[config.mk]
export PLATFORM = sky130hd
export DESIGN_NAME = uart_tx_cfg
export DESIGN_NICKNAME = d
export VERILOG_FILES = /design/src/rtl/uart_tx_cfg.sv
export SDC_FILE = /design/constraint.sdc
export NUM_CORES = 1
export LEC_CHECK = 0
export ABC_AREA = 1
export BUFFER_PORTS_ARGS = -buffer_cell sky130_fd_sc_hd__buf_2
export CAP_MARGIN = 20
export CORE_MARGIN = 10
export CORE_UTILIZATION = 41
export CTS_CLUSTER_SIZE = 30
export DETAILED_ROUTE_END_ITERATION = 7
export SKIP_CTS_REPAIR_TIMING = 1
export SLEW_MARGIN = 20
export SYNTH_ARGS = -nofsm -noshare
export SYNTH_HDL_FRONTEND = slang
export SYNTH_SLANG_ARGS = --single-unit
[constraint.sdc]
create_clock -name baud_clk -period 4.8 [get_ports baud_clk]
set_input_delay 0.48 -clock baud_clk [delete_from_list [all_inputs] [get_ports baud_clk]]
set_output_delay 0.48 -clock baud_clk [all_outputs]
set_load 0.01 [all_outputs]
[src/rtl/uart_tx_cfg.sv]
// uart_tx_cfg: UART transmitter with a small transmit FIFO.
// Frame format is fixed at elaboration: start bit, DATA_BITS data bits LSB
// first, optional odd/even parity bit, then STOP_BITS stop bits. One bit is
// emitted per baud_clk edge. A new frame starts straight after the last stop
// bit when a word is waiting, so there is no idle gap between queued words.
//
// state  | meaning
// -------+------------------------------------------------------------
// IDLE   | line high, waiting for the FIFO to hold a word
// START  | start bit (0) on the line; frame register holds the word
// DATA   | data bit frame[bit_idx] on the line
// PARITY | parity bit on the line
// STOP   | stop bit on the line; stop_cnt counts down the remaining ones

module uart_tx_cfg #(
    parameter int DATA_BITS  = 8,
    parameter int PARITY     = 0,
    parameter int STOP_BITS  = 1,
    parameter int FIFO_DEPTH = 4
) (
    input  logic                        baud_clk,
    input  logic                        reset,
    input  logic [DATA_BITS-1:0]        data_in,
    input  logic                        valid,
    output logic                        ready,
    output logic                        tx,
    output logic                        busy,
    output logic [$clog2(FIFO_DEPTH):0] fifo_count
);

    localparam int AW = $clog2(FIFO_DEPTH);
    localparam int CW = AW + 1;
    localparam int IW = $clog2(DATA_BITS);

    localparam logic [CW-1:0] FIFO_FULL = CW'(FIFO_DEPTH);
    localparam logic [IW-1:0] LAST_IDX  = IW'(DATA_BITS - 1);
    // Stop-bit timer load: counts down to zero on the final stop cycle.
    localparam logic          STOP_LOAD = 1'(STOP_BITS - 1);

    typedef enum logic [2:0] {
        S_IDLE   = 3'd0,
        S_START  = 3'd1,
        S_DATA   = 3'd2,
        S_PARITY = 3'd3,
        S_STOP   = 3'd4
    } state_t;

    // ------------------------------------------------------------------
    // Transmit FIFO
    // ------------------------------------------------------------------
    logic [DATA_BITS-1:0] mem [FIFO_DEPTH];
    logic [AW-1:0]        wr_ptr;
    logic [AW-1:0]        rd_ptr;
    logic [CW-1:0]        count;
    logic                 push;
    logic                 pop;
    logic                 empty;
    logic [DATA_BITS-1:0] head;

    assign ready      = (count != FIFO_FULL);
    assign push       = valid && ready;
    assign empty      = (count == '0);
    assign head       = mem[rd_ptr];
    assign fifo_count = count;

    // Storage array: written on accepted pushes only, never reset.
    always_ff @(posedge baud_clk) begin
        if (push) begin
            mem[wr_ptr] <= data_in;
        end
    end

    // Pointers wrap naturally because FIFO_DEPTH is a power of two; the
    // separate occupancy count keeps full and empty unambiguous.
    always_ff @(posedge baud_clk or posedge reset) begin
        if (reset) begin
            wr_ptr <= '0;
            rd_ptr <= '0;
            count  <= '0;
        end else begin
            if (push) begin
                wr_ptr <= wr_ptr + AW'(1);
            end
            if (pop) begin
                rd_ptr <= rd_ptr + AW'(1);
            end
            case ({push, pop})
                2'b10:   count <= count + CW'(1);
                2'b01:   count <= count - CW'(1);
                default: count <= count;
            endcase
        end
    end

    // ------------------------------------------------------------------
    // Frame sequencer
    // ------------------------------------------------------------------
    state_t               state;
    state_t               state_nx;
    logic                 tx_q;
    logic                 tx_nx;
    logic [IW-1:0]        bit_idx;
    logic [IW-1:0]        bit_idx_nx;
    logic [IW-1:0]        bit_idx_inc;
    logic                 stop_cnt;
    logic                 stop_cnt_nx;
    logic [DATA_BITS-1:0] frame;
    logic [DATA_BITS-1:0] frame_nx;
    logic                 par_bit;

    assign bit_idx_inc = bit_idx + IW'(1);
    // Even parity is the XOR of the data bits; odd parity is its inverse.
    assign par_bit     = (PARITY == 1) ? ~(^frame) : (^frame);

    assign tx   = tx_q;
    assign busy = (state != S_IDLE);

    // Sequencer registers; reset forces an idle, high line immediately.
    always_ff @(posedge baud_clk or posedge reset) begin
        if (reset) begin
            state    <= S_IDLE;
            tx_q     <= 1'b1;
            bit_idx  <= '0;
            stop_cnt <= 1'b0;
            frame    <= '0;
        end else begin
            state    <= state_nx;
            tx_q     <= tx_nx;
            bit_idx  <= bit_idx_nx;
            stop_cnt <= stop_cnt_nx;
            frame    <= frame_nx;
        end
    end

    // Next state and next line value; tx_nx is the bit of the state entered.
    always_comb begin
        state_nx    = state;
        tx_nx       = tx_q;
        bit_idx_nx  = bit_idx;
        stop_cnt_nx = stop_cnt;
        frame_nx    = frame;
        pop         = 1'b0;

        case (state)
            S_IDLE: begin
                tx_nx = 1'b1;
                if (!empty) begin
                    pop      = 1'b1;
                    frame_nx = head;
                    tx_nx    = 1'b0;
                    state_nx = S_START;
                end
            end

            S_START: begin
                tx_nx      = frame[0];
                bit_idx_nx = '0;
                state_nx   = S_DATA;
            end

            S_DATA: begin
                if (bit_idx == LAST_IDX) begin
                    if (PARITY != 0) begin
                        tx_nx    = par_bit;
                        state_nx = S_PARITY;
                    end else begin
                        tx_nx       = 1'b1;
                        stop_cnt_nx = STOP_LOAD;
                        state_nx    = S_STOP;
                    end
                end else begin
                    bit_idx_nx = bit_idx_inc;
                    tx_nx      = frame[bit_idx_inc];
                end
            end

            S_PARITY: begin
                tx_nx       = 1'b1;
                stop_cnt_nx = STOP_LOAD;
                state_nx    = S_STOP;
            end

            S_STOP: begin
                tx_nx = 1'b1;
                if (stop_cnt == 1'b0) begin
                    // Last stop cycle: chain straight into the next frame.
                    if (!empty) begin
                        pop      = 1'b1;
                        frame_nx = head;
                        tx_nx    = 1'b0;
                        state_nx = S_START;
                    end else begin
                        state_nx = S_IDLE;
                    end
                end else begin
                    stop_cnt_nx = stop_cnt - 1'b1;
                end
            end

            default: begin
                state_nx    = S_IDLE;
                tx_nx       = 1'b1;
                bit_idx_nx  = '0;
                stop_cnt_nx = 1'b0;
            end
        endcase
    end

endmodule

==> implementation parameters, run 1 <==
Parameter                              Value

Synthesis
  Post-synthesis sequential area ratio ... 0.652
  Cell accounting for the most synthesized area ... sky130_fd_sc_hd__edfxtp_1
  Leading post-synthesis cells by cell area ... sky130_fd_sc_hd__edfxtp_1 (41%), sky130_fd_sc_hd__dfrtp_1 (23%), sky130_fd_sc_hd__nor2_1 (8.7%)
  Number of different library cells in the post-synthesis netlist ... 23
  Synth warnings ... 0
  Number of nets produced by synthesis ... ~240
  Post-synthesis instance area ... ~2300 um^2
  #FFs+latches synth ... between 50 and 60
  Fraction of post-synthesis cell area in the top cell type by area ... 0.414
  Post-Synthesis Cells ... about 220
  Syn Area/Cell ... 10.7 um^2

Placement
  Post-place instance area ... between 2000 and 2500 um^2
  Count of input and output buffers ... 16
  HPWL after DPL ... roughly 2.9 mm
  Final weighted congestion in routability-driven placement ... 0.775

Timing
  Slew Limit Fails ... 0
  Final period util ... 0.418
  Worst rel slew slack ... 0.391
  Transition time at the pin with the least slew margin ... between 0.9 and 1 ns
  Worst setup skew after layout ... around 0.01 ns
  Achievable frequency ... ~0.5 GHz
  Total count of hold-check failures in the final report ... 0
  Count of final setup violators ... 0
  Setup TNS Final ... 0 ns
  Setup repair after global routing missed its margin ... false
  Post-layout min period ... approximately 2 ns

Floorplanning
  Starting density of the core ... 0.421
  Number of primary I/O pins ... 17
  Row Count ... 27
  Die width ... between 90 and 100 um
  Die area ... about 9100 um^2
  Floorplan core area ... 5510 um^2
  Die Y ... approximately 95 um

Critical path
  Crit-path most repeated cell ... sky130_fd_sc_hd__inv_1
  Critical Path Start Type ... register
  Worst r2r path cells ... 10
  Critical path required time ... around 5.0 ns
  Reg2reg setup slack ... about 2.8 ns
  Crit path from ... fifo_count[0]$_DFFE_PP0P_
  Highest fanout seen on the critical path ... 18
  Buffer and inverter count on the worst path ... 3
  Crit path kind ... register to register
  Peak per-stage delay on the critical path ... slightly below 0.4 ns
  Endpoint of the most critical register-to-register path ... fifo_count[2]$_DFFE_PP0P_
  Worst R2R Start ... fifo_count[0]$_DFFE_PP0P_
  Cell-by-cell listing of the critical path ... inv_1 -> nand3_1 -> nand2_4 -> inv_4 -> ha_1 -> inv_1 -> fa_1 -> a21oi_1 -> o21ai_0 -> xor2_1
  Worst EP arrival ... approximately 2.2 ns
  Slowest-stage cell, CP ... sky130_fd_sc_hd__dfrtp_1
  CP Capture Type ... register
  Category of cells accounting for the largest share of critical-path delay ... adder cells

GRT
  First-pass GRT wire length ... between 6 and 7 mm
  Via count of the first global-routing pass ... 1,424
  Grt met2 use ... 0.168
  Global route overflow ... 0
  M3 GR Usage ... 0.0275
  Initial antenna violation count ... 0
  GR Util met1 ... 0.116
  Maximum number of pins on one net before global-route repair ... 23
  Global routing usage summed across all routing layers ... 0.0983
  Most used routing layer in global routing ... met2

Power and ir drop
  Total power divided by cell area ... 641 nW/um^2
  Largest voltage drop on the vdd net ... 0.267 mV
  Leak Pwr ... 1.06 nW

Drt
  DRC Markers ... 0
  Post-route ant nets ... 0
  Number of vias in the routed layout ... between 1,000 and 1,500
  Violation count after the first detailed-routing iteration ... 56
  Total detailed-routing wirelength ... around 4.2 mm
  Detailed-route wire length per cell ... between 10 and 15 um
  Total iterations of the first detailed-routing run ... 4
  Number of vias per cell after detailed routing ... between 4 and 5

Clock network
  Total number of clock tree sinks ... 54
  Clock Tree Root ... sky130_fd_sc_hd__clkbuf_8
  Maximum root-to-sink buffer count ... 2
  Number of levels in the clock H-tree ... 2
  Clock tree from TritonCTS ... built
  Total CTS buffers ... 5
  Clock transition at the register clock pins on the worst setup and hold paths after CTS ... 0.10 ns
  Insertion delay to the later sink of the worst-skew pair ... roughly 0.3 ns

Finish
  Leading cell type in the layout, fill and taps excluded ... sky130_fd_sc_hd__nor2_1
  Filler Cells Inserted ... approximately 540
  Growth of design area from synthesis to finish ... 10.0%
  Most frequent cells in the layout ... sky130_fd_sc_hd__nor2_1 (54), sky130_fd_sc_hd__edfxtp_1 (32), sky130_fd_sc_hd__o21ai_0 (21), sky130_fd_sc_hd__inv_1 (21), sky130_fd_sc_hd__dfrtp_1 (21)
  Number of inserted diodes ... 0
  Area taken by multi-input logic gates ... between 600 and 700 um^2
  Register area ... about 1500 um^2
  Fin nets ... 254
  Fraction of final layout cells sized beyond drive strength 1 ... 0.136
  Design Area, Final ... around 2600 um^2

Job
  Max Cap Viol ... 0

Run status
  Run status ... complete, no violations

Worst hold path
  Worst hold path type ... primary input to async pin
[synth_stat cells (all sizes together)]
| master | number |
|---|---|
| a21oi | 3 |
| a31oi | 8 |
| buf | 4 |
| clkbuf | 1 |
| dfrtp | 21 |
| dfstp | 1 |
| edfxtp | 32 |
| fa | 1 |
| ha | 7 |
| inv | 25 |
| nand2 | 23 |
| nand3 | 11 |
| nor2 | 54 |
| o21ai | 22 |
| xnor2 | 1 |
| xor2 | 3 |
[power breakdown]
group | switching [mW] | internal [mW] | leakage, nW
clock network | 0.152 | 0.119 | 0.0478
logic | 0.384 | 0.223 | 0.461
registers | 0.109 | 0.649 | 0.551
[registers in the layout (all words and copies together) (netlist names)]
register / flops
mem: 32
frame: 8
bit_idx: 3
fifo_count: 3
state: 3
rd_ptr: 2
wr_ptr: 2
tx: 1
[worst register-to-register path: stages, from the launching register on]
cell and delay, ns:
sky130_fd_sc_hd__dfrtp_1 0.39, sky130_fd_sc_hd__inv_1 0.09, sky130_fd_sc_hd__nand3_1 0.15, sky130_fd_sc_hd__nand2_4 0.09, sky130_fd_sc_hd__inv_4 0.16, sky130_fd_sc_hd__ha_1 0.17
sky130_fd_sc_hd__inv_1 0.06, sky130_fd_sc_hd__fa_1 0.38, sky130_fd_sc_hd__a21oi_1 0.14, sky130_fd_sc_hd__o21ai_0 0.11, sky130_fd_sc_hd__xor2_1 0.15
[layout make-up]
type,instances,share of cell area
timing repair buffer,16,0.0314
sequential,54,0.593
tap,72,0.0353
inverter,25,0.0377
clock inverter,2,0.00637
multi-input combinational,133,0.264
clock buffer,6,0.0324
[worst max path at each step]
| stage | endpoint | slack, ns | depth (start not counted) |
|---|---|---|---|
| final | fifo_count[2]$_DFFE_PP0P_ | 2.79 | 10 |
| after global routing | fifo_count[2]$_DFFE_PP0P_ | 2.57 | 10 |
| after CTS | fifo_count[2]$_DFFE_PP0P_ | 2.77 | 10 |
| after detailed placement | fifo_count[2]$_DFFE_PP0P_ | 2.78 | 10 |
| after global placement | fifo_count[2]$_DFFE_PP0P_ | 2.84 | 10 |
| after floorplan | fifo_count[2]$_DFFE_PP0P_ | 2.82 | 11 |
[per-stage QoR]
| stage | utilization | instances | power, mW | worst slack [ns] | hold WS, ns |
|---|---|---|---|---|---|
| 2_1_floorplan | - | 217 | 1.24 | 2.82 | 0.457 |
| 3_3_place_gp | 0.446 | 300 | 1.38 | 2.84 | 0.473 |
| 3_5_place_dp | 0.446 | 300 | 1.39 | 2.78 | 0.478 |
| 4_1_cts | 0.464 | 308 | 1.66 | 2.77 | 0.364 |
| 5_1_grt | 0.464 | 308 | 1.78 | 2.57 | 0.375 |
| 6_report | 0.464 | 308 | 1.64 | 2.79 | 0.317 |
[cell families (layout without fill, tap and decap cells)]
group	after synthesis	after routing	share of synthesized area
buffers and inverters	30	49	0.0572
AOI/OAI and AO/OA	33	33	0.0755
DFF	54	54	0.652
xor gates and xnor gates	4	4	0.0151
and+or+nand+nor	88	88	0.154
adders and majority gates	8	8	0.0464
[routing by layer]
| metal | wire length [um] | up-vias |
|---|---|---|
| met5 | 0 | - |
| met3 | 153 | 4 |
| met1 | 1990 | 721 |
| li1 | - | 752 |
| met4 | 43 | 0 |
| met2 | 2030 | 19 |
No activity file was read; power rests on OpenSTA's default activity.
==> run 2: changes to the inputs <==
Clock period 4.8 ns to 2.1 ns, I/O delays scaled along.
==> implementation parameters, run 2 (synthesized netlist as in run 1, its figures left out) <==
Parameter                              Value

GRT
  First-pass GRT wire length ... 7.13 mm (+4.2%)
  Maximum number of pins on one net before global-route repair ... 23 (unchanged)
  Global routing usage summed across all routing layers ... 0.102 (+0.00398)
  Global route overflow ... 0 (unchanged)
  Via count of the first global-routing pass ... 1,488 (+4.5%)
  Initial antenna violation count ... 0 (unchanged)

Drt
  DRC Markers ... 0 (unchanged)
  Violation count after the first detailed-routing iteration ... 38 (-32%)
  Number of vias per cell after detailed routing ... 4.67 (-3.8%)
  Number of vias in the routed layout ... 1,477 (-1.3%)
  Detailed-route wire length per cell ... 13.4 um (-2.2%)
  Post-route ant nets ... 0 (unchanged)
  Total detailed-routing wirelength ... 4.24 mm (+0.36%)
  Total iterations of the first detailed-routing run ... 4 (unchanged)

Critical path
  Worst R2R Start ... fifo_count[0]$_DFFE_PP0P_
  Worst EP arrival ... 2.11 ns (-0.09 ns)
  Critical path required time ... 2.29 ns (-2.71 ns)
  Highest fanout seen on the critical path ... 8 (-10)
  Crit path from ... fifo_count[0]$_DFFE_PP0P_
  CP Capture Type ... register
  Critical Path Start Type ... register
  Crit path kind ... register to register

Finish
  Leading cell type in the layout, fill and taps excluded ... sky130_fd_sc_hd__nor2_1
  Register with the highest flop count ... mem
  Most frequent cells in the layout ... sky130_fd_sc_hd__nor2_1 (54), sky130_fd_sc_hd__edfxtp_1 (32), sky130_fd_sc_hd__o21ai_0 (21), sky130_fd_sc_hd__inv_1 (21), sky130_fd_sc_hd__dfrtp_1 (21)
  Fin nets ... 263 (+3.5%)
  Number of inserted diodes ... 0 (unchanged)
  Leading registers by flop count ... mem: 32 flops, frame: 8 flops
  Growth of design area from synthesis to finish ... 12.8%
  Flip-flop count of the largest register after layout ... 32 (unchanged)
  Fraction of final layout cells sized beyond drive strength 1 ... 0.164 (+0.0283)

Power and ir drop
  Internal power ... 2.29 mW (+130%)
  Leak Pwr ... 1.10 nW (+3.4%)
  Largest voltage drop on the vdd net ... 0.671 mV (+150%)
  Power share of the sequential group ... 0.447 (-0.016)
  Logic gate share of total power ... 0.406 (+0.035)
  P_sw ... 1.48 mW (+130%)
  Switching share of total power ... 0.393 (-0.00187)
  Total power divided by cell area ... 1440 nW/um^2 (+130%)
  Share of power burned in the clock network ... 0.147 (-0.019)
  Pwr Total ... 3.78 mW (+130%)

Floorplanning
  Die width ... 95.2 um (unchanged)
  Starting density of the core ... 0.421 (unchanged)
  Number of primary I/O pins ... 17 (unchanged)
  Die Y ... 95.2 um (unchanged)
  Floorplan core area ... 5510 um^2 (unchanged)
  Die area ... 9070 um^2 (unchanged)
  Row Count ... 27 (unchanged)

Run status
  Run status ... complete, no violations

Worst hold path
  Hold_sp ... data_in[7]
  Worst hold path type ... primary input to register

Job
  Max Cap Viol ... 0 (unchanged)

Timing
  Count of final setup violators ... 0 (unchanged)
  Setup TNS Final ... 0 ns (unchanged)
  Worst rel slew slack ... 0.678 (+0.287)
  Achievable frequency ... 0.522 GHz (+4.7%)
  Total count of hold-check failures in the final report ... 0 (unchanged)
  Post-layout min period ... 1.92 ns (-0.0894 ns)
  Worst setup skew after layout ... 0.00523 ns (-0.00477 ns)
  Slew Limit Fails ... 0 (unchanged)
  Final period util ... 0.913 (+0.495)
  Transition time at the pin with the least slew margin ... 0.483 ns (-0.428 ns)
  Setup repair after global routing missed its margin ... false

Clock network
  Total number of clock tree sinks ... 54 (unchanged)
  Number of levels in the clock H-tree ... 2 (unchanged)
  Clock transition at the register clock pins on the worst setup and hold paths after CTS ... 0.09 ns (about the same)
  Maximum root-to-sink buffer count ... 2 (unchanged)
  Clock tree from TritonCTS ... built
  Insertion delay to the later sink of the worst-skew pair ... 0.31 ns (about the same)
  Total CTS buffers ... 5 (unchanged)
  Clock Tree Root ... sky130_fd_sc_hd__clkbuf_8

Placement
  HPWL after DPL ... 2.93 mm (+2.3%)
  Final weighted congestion in routability-driven placement ... 0.788 (+1.7%)
  Count of input and output buffers ... 16 (unchanged)
run 2: cell types whose count changed in the layout (fill, tap and decap cells not counted), sizes merged:
cell / previous run / this run
buf: 16 / 24
clkbuf: 6 / 5
dlygate4sd3: 0 / 1
clkinvlp: 1 / 2
inv: 26 / 25
run 2: critical path, stage by stage (launching register included):
cell and delay [ns]:
sky130_fd_sc_hd__dfrtp_1 0.41, sky130_fd_sc_hd__inv_1 0.14, sky130_fd_sc_hd__nand3_2 0.13, sky130_fd_sc_hd__nand2_4 0.12, sky130_fd_sc_hd__ha_1 0.15, sky130_fd_sc_hd__inv_1 0.06, sky130_fd_sc_hd__fa_1 0.38, sky130_fd_sc_hd__a21oi_1 0.15
sky130_fd_sc_hd__o21ai_0 0.11, sky130_fd_sc_hd__xor2_1 0.15
run 2: path summary, 6_finish.rpt:
check                                            endpoint  slack [ns]  depth (start not counted)
min in group asynchronous          bit_idx[0]$_DFFE_PP0P_        0.47                          4
worst min register to register  fifo_count[0]$_DFFE_PP0P_        0.49                          1
worst max register to register  fifo_count[2]$_DFFE_PP0P_        0.18                          9
worst min-delay path                  mem[2][7]$_DFFE_PP_        0.12                          1
max in group asynchronous                    tx$_DFF_PP1_        1.35                          4
worst max-delay path            fifo_count[2]$_DFFE_PP0P_        0.18                          9
run 2: power groups by stage:
stage / sequential [mW] / combinational [mW] / clock, mW
2_1_floorplan: 1.65 / 1.17 / 0
3_3_place_gp: 1.70 / 1.53 / 0
3_5_place_dp: 1.71 / 1.56 / 0
4_1_cts: 1.69 / 1.56 / 0.572
5_1_grt: 1.74 / 1.79 / 0.624
6_report: 1.69 / 1.53 / 0.554
run 2: area by class of cell:
type,instances,area (um^2)
multi-input cells,133,684
clock inverters,2,15.0
clock buffers,5,68.8
repair buffers,25,150
fillers,542,2890
flip-flops and latches,54,1510
inverters,25,96.3
well taps,72,90.1
run 2: layer usage:
metal | part of all wire | routed length [um] | track usage | up-vias
met3 | 0.040 | 168 | 0.0267 | 5
met4 | 0.010 | 44 | 0.0411 | 0
met5 | 0 | 0 | 0 | -
met1 | 0.47 | 1990 | 0.125 | 677
li1 | - | - | - | 774
met2 | 0.48 | 2040 | 0.168 | 21
run 2: per-stage QoR:
| stage | util | worst slack, ns | hold slack [ns] | instances | instance area [um^2] |
|---|---|---|---|---|---|
| after floorplan | - | 0.122 | 0.198 | 217 | 2320 |
| after global placement | 0.456 | 0.228 | 0.259 | 308 | 2510 |
| after detailed placement | 0.456 | 0.147 | 0.264 | 308 | 2510 |
| after CTS | 0.472 | 0.128 | -0.0733 | 315 | 2600 |
| after global routing | 0.475 | 0.00211 | 0.101 | 316 | 2620 |
| final | 0.475 | 0.182 | 0.116 | 316 | 2620 |
==> run 3: changes to the inputs <==
Settings changed: ABC_AREA 1 to not set.
==> implementation parameters, run 3 <==
Parameter                              Value

Synthesis
  Most frequent cell after synthesis ... sky130_fd_sc_hd__edfxtp_1
  Synth cell count leaders ... sky130_fd_sc_hd__edfxtp_1 (32), sky130_fd_sc_hd__dfrtp_1 (21), sky130_fd_sc_hd__mux4_2 (10), sky130_fd_sc_hd__mux2_2 (8), sky130_fd_sc_hd__ha_1 (7)
  Synth warnings ... 0 (unchanged)
  Ys async rst share ... 0.407 (unchanged)
  Number of different library cells in the post-synthesis netlist ... 35 (+52%)
  Post-synthesis instance area ... 2310 um^2 (-0.22%)
  Leading post-synthesis cells by cell area ... sky130_fd_sc_hd__edfxtp_1 (42%), sky130_fd_sc_hd__dfrtp_1 (23%), sky130_fd_sc_hd__mux4_2 (9.7%)
  Post-Synthesis Cells ... 138 (-36%)
  #FFs+latches synth ... 54 (unchanged)
  Post-synthesis sequential area ratio ... 0.654 (+0.00141)
  Cell accounting for the most synthesized area ... sky130_fd_sc_hd__edfxtp_1
  Number of nets produced by synthesis ... 157 (-33%)
  Fraction of post-synthesis cell area in the top cell type by area ... 0.415 (+0.000896)
  EDFF count, synth ... 32 (unchanged)
  Prevailing post-synth register cell ... sky130_fd_sc_hd__edfxtp_1
  Syn Area/Cell ... 16.8 um^2 (+57%)

Placement
  Final weighted congestion in routability-driven placement ... 0.773 (-1.9%)
  Count of input and output buffers ... 16 (unchanged)
  HPWL after DPL ... 2.82 mm (-3.7%)
  Post-place instance area ... 2520 um^2 (+0.20%)

Finish
  Flip-flop count of the largest register after layout ... 32 (unchanged)
  Fraction of final layout cells sized beyond drive strength 1 ... 0.365 (+0.201)
  Number of inserted diodes ... 0 (unchanged)
  Fin nets ... 185 (-30%)
  Filler Cells Inserted ... 478 (-12%)
  Register with the highest flop count ... mem
  Leading cell type in the layout, fill and taps excluded ... sky130_fd_sc_hd__edfxtp_1
  Design Area, Final ... 2660 um^2 (+1.8%)
  Most frequent cells in the layout ... sky130_fd_sc_hd__edfxtp_1 (32), sky130_fd_sc_hd__dfrtp_1 (21), sky130_fd_sc_hd__buf_2 (16)
  Leading registers by flop count ... mem: 32 flops, frame: 8 flops
  Growth of design area from synthesis to finish ... 15.1%

Timing
  Setup repair after global routing missed its margin ... false
  Transition time at the pin with the least slew margin ... 0.819 ns (+0.336 ns)
  Achievable frequency ... 0.496 GHz (-5.0%)
  Worst setup skew after layout ... 0.00619 ns (+0.000956 ns)
  Total count of hold-check failures in the final report ... 0 (unchanged)
  Slew Limit Fails ... 0 (unchanged)
  Count of final setup violators ... 0 (unchanged)
  Setup TNS Final ... 0 ns (unchanged)
  Final period util ... 0.961 (+0.0478)
  Post-layout min period ... 2.02 ns (+0.100 ns)
  Worst rel slew slack ... 0.453 (-0.225)

Power and ir drop
  Leak Pwr ... 1.03 nW (-6.3%)
  Pwr Total ... 3.94 mW (+4.2%)
  Total power divided by cell area ... 1480 nW/um^2 (+2.4%)
  Switching share of total power ... 0.318 (-0.0746)
  Power share of the sequential group ... 0.431 (-0.016)
  P_sw ... 1.25 mW (-16%)
  Largest voltage drop on the vdd net ... 0.683 mV (+1.7%)
  Internal power ... 2.69 mW (+17%)
  Logic gate share of total power ... 0.399 (-0.007)
  Share of power burned in the clock network ... 0.169 (+0.022)

Critical path
  Critical path required time ... 2.33 ns (+0.04 ns)
  Crit path kind ... register to register
  Highest fanout seen on the critical path ... 3 (-5)
  Critical Path Start Type ... register
  CP Capture Type ... register
  Worst EP arrival ... 2.25 ns (+0.14 ns)

Drt
  Number of vias per cell after detailed routing ... 4.97 (+6.3%)
  Total iterations of the first detailed-routing run ... 4 (unchanged)
  Total detailed-routing wirelength ... 3.81 mm (-10%)
  Detailed-route wire length per cell ... 15.9 um (+19%)
  Number of vias in the routed layout ... 1,187 (-20%)
  Metal3 WL ... 163 um (-3.0%)
  Uppermost layer routed ... met4
  Post-route ant nets ... 0 (unchanged)
  Detail Route met2 WL ... 2.03 mm (about the same)
  Violation count after the first detailed-routing iteration ... 38 (unchanged)
  DRC Markers ... 0 (unchanged)
  WL met1 ... 1.59 mm (-20%)

GRT
  First-pass GRT wire length ... 6.34 mm (-11%)
  Global routing usage summed across all routing layers ... 0.0898 (-0.0125)
  Initial antenna violation count ... 0 (unchanged)
  Maximum number of pins on one net before global-route repair ... 23 (unchanged)
  Via count of the first global-routing pass ... 1,280 (-14%)
  Global route overflow ... 0 (unchanged)

Clock network
  Clock tree from TritonCTS ... built
  Number of levels in the clock H-tree ... 2 (unchanged)
  Total CTS buffers ... 5 (unchanged)
  Total number of clock tree sinks ... 54 (unchanged)
  Clock Tree Root ... sky130_fd_sc_hd__clkbuf_8
  Clock transition at the register clock pins on the worst setup and hold paths after CTS ... 0.09 ns (about the same)
  Insertion delay to the later sink of the worst-skew pair ... 0.30 ns (about the same)
  Maximum root-to-sink buffer count ... 2 (unchanged)

Floorplanning
  Die width ... 95.1 um (about the same)
  Number of primary I/O pins ... 17 (unchanged)
  Floorplan core area ... 5510 um^2 (unchanged)
  Row Count ... 27 (unchanged)
  Starting density of the core ... 0.420 (-0.000909)
  Die Y ... 95.1 um (about the same)
  Die area ... 9050 um^2 (-0.18%)

Worst hold path
  Worst hold path type ... primary input to async pin

Run status
  Run status ... complete, no violations

Job
  Max Cap Viol ... 0 (unchanged)
## run 3: changes by cell type after synthesis, moves of 4 or more
| cell | delta |
|---|---|
| sky130_fd_sc_hd__nor2_1 | -52 |
| sky130_fd_sc_hd__o21ai_0 | -21 |
| sky130_fd_sc_hd__inv_1 | -15 |
| sky130_fd_sc_hd__nand2_1 | -14 |
| sky130_fd_sc_hd__mux4_2 | +10 |
| sky130_fd_sc_hd__nand3_1 | -10 |
| sky130_fd_sc_hd__mux2_2 | +8 |
| sky130_fd_sc_hd__a31oi_1 | -6 |
| sky130_fd_sc_hd__and3_1 | +4 |
## run 3: worst paths after layout
check,from,endpoint,slack [ns],cells past startpoint
setup / recovery,bit_idx[1]$_DFFE_PP0P_,tx$_DFF_PP1_,0.08,6
hold / removal,reset,state[2]$_DFFE_PP0P_,0.06,2
setup reg to reg,bit_idx[1]$_DFFE_PP0P_,tx$_DFF_PP1_,0.08,6
hold reg to reg,frame[3]$_DFFE_PP0P_,frame[3]$_DFFE_PP0P_,0.52,1
min in group baud_clk,data_in[1],mem[3][1]$_DFFE_PP_,0.12,1
max in group asynchronous,reset,wr_ptr[0]$_DFFE_PP0P_,1.53,2
## run 3: worst max-delay path, cell delays in order (launching register included)
cell                        delay [ns]
sky130_fd_sc_hd__dfrtp_1          0.41
sky130_fd_sc_hd__ha_1             0.22
sky130_fd_sc_hd__ha_4             0.29
sky130_fd_sc_hd__mux4_2           0.49
sky130_fd_sc_hd__nor2b_4          0.15
sky130_fd_sc_hd__a2111oi_4        0.32
sky130_fd_sc_hd__nor3_1           0.07
## run 3: logic make-up after synthesis
group	share of synthesized area
muxes	0.150
DFF	0.654
buffers and inverters	0.0243
AOI/OAI and AO/OA	0.0416
adders and majority gates	0.0465
xor gates and xnor gates	0.0227
and+or+nand+nor	0.0611
## run 3: cell type report
| cell class | count | area [um^2] | area share |
|---|---|---|---|
| clock inverter | 2 | 37.5 | 0.0141 |
| tap | 72 | 90.1 | 0.0338 |
| inverter | 8 | 30.0 | 0.0113 |
| multi-input combinational | 71 | 766 | 0.287 |
| clock buffer | 6 | 72.6 | 0.0272 |
| sequential | 54 | 1510 | 0.568 |
| timing repair buffer | 26 | 155 | 0.0582 |
## run 3: stage by stage
stage | util | setup WS (ns) | hold WS, ns | instances
2_1_floorplan | - | 0.00767 | 0.198 | 138
3_3_place_gp | 0.457 | 0.0921 | 0.398 | 229
3_5_place_dp | 0.457 | 0.0236 | 0.416 | 229
4_1_cts | 0.477 | 0.00196 | 0.0904 | 237
5_1_grt | 0.484 | 0.0130 | 0.110 | 239
6_report | 0.484 | 0.0822 | 0.0565 | 239
## run 3: power groups by stage
stage	Clock [mW]	Combinational [mW]	Sequential, mW
6_report	0.666	1.57	1.70
4_1_cts	0.678	1.57	1.70
5_1_grt	0.725	1.74	1.74
3_5_place_dp	0	1.56	1.73
3_3_place_gp	0	1.49	1.71
2_1_floorplan	0	1.17	1.66
## run 3: metal layers
layer | global-route usage | vias up
li1 | - | 572
met1 | 0.104 | 591
met5 | 0 | -
met2 | 0.160 | 18
met3 | 0.0299 | 6
met4 | 0.0150 | 0
